--- config.mk ---
export PLATFORM = sky130hd
export DESIGN_NAME = clk_1_module
export DESIGN_NICKNAME = d
export VERILOG_FILES = /design/src/rtl/clk_1_module.sv
export SDC_FILE = /design/constraint.sdc
export NUM_CORES = 1
export LEC_CHECK = 0
export BUFFER_PORTS_ARGS = -buffer_cell sky130_fd_sc_hd__buf_4
export CAP_MARGIN = 5
export CORE_MARGIN = 3
export CORE_UTILIZATION = 51
export CTS_BUF_LIST = sky130_fd_sc_hd__clkbuf_4 sky130_fd_sc_hd__clkbuf_8
export DETAILED_ROUTE_END_ITERATION = 12
export PLACE_DENSITY = 0.82
export SLEW_MARGIN = 20
export SYNTH_ARGS = -nofsm -noshare
export SYNTH_HDL_FRONTEND = slang
export SYNTH_SLANG_ARGS = --single-unit
--- constraint.sdc ---
create_clock -name clk_1 -period 1.7 [get_ports clk_1]
set_clock_uncertainty 0.15 [all_clocks]
set_input_delay 0.17 -clock clk_1 [delete_from_list [all_inputs] [get_ports clk_1]]
set_output_delay 0.17 -clock clk_1 [all_outputs]
set_load 0.005 [all_outputs]
--- src/rtl/clk_1_module.sv ---
// Input stage of the CRC pipeline: gathers 15 nibbles into a 60-bit job, issues it downstream and
// registers the returned result. Define CRC_IN_TIMEOUT_EN to discard partial frames after pGAP_MAX idle cycles.
`timescale 1ns/1ps
module clk_1_module #(
    parameter int unsigned pGAP_MAX = 16
) (
    input  logic        clk_1,
    input  logic        rst_n,
    input  logic        in_valid,
    output logic        in_ready,
    input  logic [3:0]  in_data,
    input  logic        in_CRC,
    input  logic        in_mode,
    output logic [59:0] clk1_message,
    output logic        clk1_CRC,
    output logic        clk1_mode,
    output logic        clk1_flag,
    input  logic [59:0] clk2_out,
    input  logic        clk2_flag,
    output logic        out_valid,
    output logic [59:0] out_data,
    output logic        timeout_err
);

    typedef enum logic [1:0] {
        IDLE    = 2'd0,
        COLLECT = 2'd1,
        ISSUE   = 2'd2,
        WAIT    = 2'd3
    } state_t;

    state_t      state_q, state_d;
    logic [3:0]  cnt_q, cnt_d;
    logic [59:0] msg_q, msg_d;
    logic        crc_q, crc_d;
    logic        mode_q, mode_d;
    logic        flag_q, flag_d;
    logic [59:0] out_data_q, out_data_d;
    logic        out_valid_q, out_valid_d;
    logic        accept;

    // A zero limit would time out a frame before it could ever receive a second beat.
    if (pGAP_MAX < 1) begin : g_bad_gap_max
        $error("clk_1_module: pGAP_MAX must be at least 1");
    end

    assign in_ready = (state_q == IDLE) || (state_q == COLLECT);
    assign accept   = in_valid && in_ready;

`ifdef CRC_IN_TIMEOUT_EN
    localparam int unsigned GAP_W = $clog2(pGAP_MAX + 1);
    localparam logic [GAP_W-1:0] GAP_LAST = GAP_W'(pGAP_MAX - 1);

    logic [GAP_W-1:0] gap_q, gap_d;
    logic             tmo_q, tmo_d;
`endif

    always_comb begin
        state_d     = state_q;
        cnt_d       = cnt_q;
        msg_d       = msg_q;
        crc_d       = crc_q;
        mode_d      = mode_q;
        out_data_d  = out_data_q;
        out_valid_d = 1'b0;
`ifdef CRC_IN_TIMEOUT_EN
        gap_d       = '0;
        tmo_d       = 1'b0;
`endif
        case (state_q)
            IDLE: begin
                if (accept) begin
                    crc_d   = in_CRC;
                    mode_d  = in_mode;
                    msg_d   = {msg_q[55:0], in_data};
                    cnt_d   = 4'd1;
                    state_d = COLLECT;
                end
            end
            COLLECT: begin
                if (accept) begin
                    msg_d = {msg_q[55:0], in_data};
                    cnt_d = cnt_q + 4'd1;
                    if (cnt_q == 4'd14) begin
                        state_d = ISSUE;
                    end
                end
`ifdef CRC_IN_TIMEOUT_EN
                // The pGAP_MAX-th consecutive empty cycle drops the partial frame.
                else if (gap_q == GAP_LAST) begin
                    cnt_d   = 4'd0;
                    tmo_d   = 1'b1;
                    state_d = IDLE;
                end else begin
                    gap_d = gap_q + 1'b1;
                end
`endif
            end
            ISSUE: begin
                state_d = WAIT;
            end
            WAIT: begin
                if (clk2_flag) begin
                    out_data_d  = clk2_out;
                    out_valid_d = 1'b1;
                    cnt_d       = 4'd0;
                    state_d     = IDLE;
                end
            end
            default: begin
                state_d = IDLE;
            end
        endcase
        flag_d = (state_d == ISSUE);
    end

    always_ff @(posedge clk_1 or negedge rst_n) begin
        if (!rst_n) begin
            state_q     <= IDLE;
            cnt_q       <= '0;
            msg_q       <= '0;
            crc_q       <= 1'b0;
            mode_q      <= 1'b0;
            flag_q      <= 1'b0;
            out_data_q  <= '0;
            out_valid_q <= 1'b0;
        end else begin
            state_q     <= state_d;
            cnt_q       <= cnt_d;
            msg_q       <= msg_d;
            crc_q       <= crc_d;
            mode_q      <= mode_d;
            flag_q      <= flag_d;
            out_data_q  <= out_data_d;
            out_valid_q <= out_valid_d;
        end
    end

`ifdef CRC_IN_TIMEOUT_EN
    always_ff @(posedge clk_1 or negedge rst_n) begin
        if (!rst_n) begin
            gap_q <= '0;
            tmo_q <= 1'b0;
        end else begin
            gap_q <= gap_d;
            tmo_q <= tmo_d;
        end
    end

    assign timeout_err = tmo_q;
`else
    assign timeout_err = 1'b0;
`endif

    assign clk1_message = msg_q;
    assign clk1_CRC     = crc_q;
    assign clk1_mode    = mode_q;
    assign clk1_flag    = flag_q;
    assign out_valid    = out_valid_q;
    assign out_data     = out_data_q;

endmodule
## Word-level counts from Yosys, hierarchy flattened

Index checks and enable logic that the tools add are counted.

| storage, ports and cells | value |
|---|---|
| register bits | 130 |
| input port bits | 70 |
| output and inout bits | 126 |
| logic and storage cells | 37 |

| operators by class | value |
|---|---|
| add/sub/neg operators | 1 |
| equal/unequal tests | 8 |
| multiplexer cells | 11 |
| reduce and logical (&&, ||, !) cells | 9 |

Operator list:

| cell | count |
|---|---|
| $mux W4 | 3 |
| $pmux W4 S3 | 1 |
| $mux W2 | 4 |
| $pmux W2 S4 | 1 |
| $eq A2 B2 Y1 const B | 3 |
| $ne A2 B2 Y1 const B | 3 |
| $reduce_and A2 Y1 | 3 |
| $add A4 B1 Y4 const B | 1 |
| $eq A4 B4 Y1 const B | 1 |
| $reduce_and A4 Y1 | 1 |
| $reduce_bool A3 Y1 | 1 |
| $eq A2 B1 Y1 const B | 1 |
| $logic_not A2 Y1 | 1 |
| $mux W1 | 2 |
| $reduce_or A2 Y1 | 1 |
| $logic_and A1 B1 Y1 | 1 |
| $logic_or A1 B1 Y1 | 1 |

## Longest topological paths before layout

| logic depth | value |
|---|---|
| word-level depth | 6 |
| depth in mapped cells | 6 |
| depth with buffers taken out | 4 |

## Worst setup path before layout

Ideal clock, no wire load.

| timing | value |
|---|---|
| path type | reg-to-reg |
| start | register state_q[1] |
| end | register msg_q[25], in the netlist clk1_message[25] |
| library setup time | 0.125 ns |
| data arrival time | 1.205 ns |
| data required time | 1.425 ns |
| slack | 0.220 ns |
| stages on the path, launching flop included | 6 |
| buffers on the path | 3 |
| clock period less this slack | 1.480 ns |
| cell sequence | dfrtp_1 > buf_6 > nor2b_4 > buf_12 > buf_12 > mux2_2 |

| on the way | value |
|---|---|
| cells in the longest elaborated chain, start to end | 4 |
| elaborated cells on any way between the ends | 6 |
| those cells by class | 1 x eq/ne; 5 x reduce/logical |

Ends and longest elaborated chain:

| item | line | text |
|---|---|---|
| start: declaration | 32 | `state_t state_q, state_d;` |
| start signal: assignment | 128 | `state_q <= state_d;` |
| $eq A2 B1 Y1 / $logic_not A2 Y1 (equally long branches) | 47, 70 |  |
| $logic_or A1 B1 Y1 | 47 | `assign in_ready = (state_q == IDLE) \|\| (state_q == COLLECT);` |
| $logic_and A1 B1 Y1 | 48 | `assign accept = in_valid && in_ready;` |
| $reduce_and A2 Y1 (no line) * | - |  |
| end signal: assignment | 130 | `msg_q <= msg_d;` |
| end: declaration | 34 | `logic [59:0] msg_q, msg_d;` |

Every way passes the cells marked *; elsewhere a longest branch is shown, timed or not.
A chain may end at the register's enable or synchronous reset.

## Final worst setup path

| timing | value |
|---|---|
| start | register state_q[1] |
| end | output in_ready |

| on the way | value |
|---|---|
| cells in the longest elaborated chain, start to end | 2 |
| elaborated cells on any way between the ends | 3 |
| those cells by class | 1 x eq/ne; 2 x reduce/logical |

Ends and longest elaborated chain:

| item | line | text |
|---|---|---|
| $eq A2 B1 Y1 / $logic_not A2 Y1 (equally long branches) | 47 |  |
| $logic_or A1 B1 Y1 * | 47 |  |
| end: declaration | 10 | `output logic in_ready,` |

Marks and branches as above.

==> impl_results.md <==
* Core area at 10400 sq um
* Clock sink total at 130
* CTS Buf Count at 17
* Root Driver: clkbuf_8
* Async set-or-reset flop fraction in the synthesized netlist at 1.00
* Drt wl/cell at 18.5 microns
* Max-cap violations at 0
* Crit path DAT at 1330 ps
* Clk Latency, worst-skew pair at 420 ps
* Bufs on Longest Clock Path at 2
* Yosys cell types at 28
* First-pass GRT wire length at 20400 microns
* Area after DPL at 7100 sq um
* Pwr/cell area at 1890 nW/um^2
* DRT Pass-1 Iters at 4
* NumNets Final at 655
* Layout cells sized above 1 at 0.612
* Worst-path fanout max at 8
* ANT nets after route at 0
* Avg Synthesized Cell Area at 18.1 sq um
* CTS tree: built
* Most numerous cell in the Yosys netlist: dfrtp_1
* Routability cong. at 0.713
* Ys Warns at 0
* # setup viols final at 0
* Vias per cell at 4.94
* Commonest cells in the netlist: 130 x dfrtp_1, 108 x mux2_4, 14 x mux2_2
* Dpl hpwl at 8240 microns
* Critical path class: flop to output pin
* Seq/Total Area, Yosys at 0.592
* Origin of the critical flop-to-flop path: state_q[1]
* Largest net degree at the start of global routing at 92
* Cells after synthesis at 303
* Synth top area cells: dfrtp_1 59%, mux2_4 29%, mux2_2 2.9%
* Final setup margin at 50.4 ps
* CP startpoint kind: flop
* Layout Utilization at 0.790
* EDFF count, synth at 0
* Mapped Area at 5500 sq um
* Slew Limit Fails at 0
* Post-synth top area share at 0.592
* H-tree Lvls at 4
* Fillcell total at 573
* Fmax achieved at 606 MHz
* Syn nets at 375
* Max IR drop VDD at 1.01 mV
* P_leak at 4.23 nW
* Post-synth top area cell: dfrtp_1
* Setup_tns at 0 ps
* CP Capture Type: output pin
* Reg2reg end: clk1_message[25]
* Synthesis-to-layout area growth at 49.7%
* Total Wirelength at 13500 microns
* Worst slack, placed at 40.1 ps
* Chip Width at 110 microns
* Site Rows at 37
* HP Class: input port to async pin
* Outcome: complete, no violations
* Final worst-path cycle share at 0.970
* GRT Util Overall at 0.224
* Number of global-route vias before repair at 3900
* Clk pin slew, worst setup/hold paths at 70 ps
* Design Area, Final at 8230 sq um
* R2r setup slk at 80 ps
* Die Y at 110 microns
* Num ports at 196
* R2R depth at 3
* Diode count at 0
* Global route overflow at 0
* DRT iter0 DRCs at 129
* Final Hold Fails at 0
* Initial Util at 0.528
* CP required at 1380 ps
* Primary FF master, synth: dfrtp_1
* Unrepaired setup endpoints after global routing: false
* Die area at 12100 sq um
* Number of antenna violations at the first check in global routing at 0
* Min cycle time layout at 1650 ps
* Routed vias at 3617
* Port Buf Inserts at 194
* Seq cells post-synth at 130
* DRC at 0
## where the power goes
| part | internal, mW | switching [mW] |
|---|---|---|
| sequential | 4.67 | 1.24 |
| clock | 1.68 | 1.20 |
| combinational | 4.66 | 2.10 |
## timing repair
| action | CTS | global route |
|---|---|---|
| resized for setup | 0 | 1 |
| buffers inserted | 0 | 0 |
| hold endpoints to repair | 200 | 0 |
| endpoints found under the setup margin | 0 | 1 |
| hold buffers | 69 | 0 |
## area by class of cell
type,instances,area (sq um),area share
Sequential cell,130,3250,0.395
Tap cell,136,170,0.0207
Clock buffer,20,263,0.0319
Timing Repair Buffer,277,2350,0.286
Inverter,3,11.3,0.00137
Clock inverter,12,181,0.0220
Multi-Input combinational cell,154,2000,0.243
## flip-flops by register name, summed over array words and instances (netlist names)
signal	cells
clk1_flag	1
clk1_message	60
out_valid	1
cnt_q	4
clk1_CRC	1
state_q	2
out_data	60
clk1_mode	1
## worst max path at each step
| stage | start | endpoint | slack (ps) | cells past startpoint |
|---|---|---|---|---|
| after floorplan | state_q[1] | clk1_message[25] | 220 | 5 |
| after global placement | state_q[1] | clk1_message[25] | 80 | 3 |
| after detailed placement | state_q[1] | clk1_message[25] | 40 | 3 |
| after CTS | state_q[1] | in_ready | 30 | 3 |
| after global routing | state_q[1] | in_ready | 7 | 3 |
| final | state_q[1] | in_ready | 50 | 3 |
## critical path, cell delays in order (launching register included)
cell and delay (ps):
dfrtp_2 450, buf_4 170, inv_1 140, buf_4 150
## routing by layer
| layer | vias up | global-route usage | share of wire |
|---|---|---|---|
| met5 | - | 0 | 0 |
| met4 | 0 | 0.102 | 0.026 |
| met3 | 27 | 0.0699 | 0.089 |
| met2 | 162 | 0.360 | 0.49 |
| met1 | 1802 | 0.277 | 0.40 |
| li1 | 1626 | - | - |
## through the flow
stage               hold slack (ps)  std cells  power (mW)
CTS                             221        732        15.6
finish                          217        732        15.5
floorplan                      -276        303        9.35
detailed placement              118        631        12.5
global route                    248        732        16.4
global placement               99.2        631        12.2
## cell families (layout without fill, tap and decap cells)
| kind of cell | count (synthesis) | after routing | synth area share |
|---|---|---|---|
| compound gates | 7 | 7 | 0.00751 |
| fa+ha+maj | 2 | 2 | 0.00455 |
| buf+inv | 19 | 312 | 0.0446 |
| flops | 130 | 130 | 0.592 |
| mux | 123 | 123 | 0.325 |
| other cells | 1 | 1 | 0.000682 |
| simple gates | 21 | 21 | 0.0255 |
## cells in the final DEF (no fill, tap or decap), types with 3 or more instances in the layout
cell type,netlist,final
buf_12,7,8
buf_4,2,200
bufinv_16,0,4
clkbuf_8,0,18
clkinv_4,0,4
dfrtp_1,130,129
dlygate4sd3_1,0,69
inv_1,3,3
mux2_2,14,14
mux2_4,108,108
nand2_1,4,4
nand3_1,3,3
(Power assumes the default switching activity.)
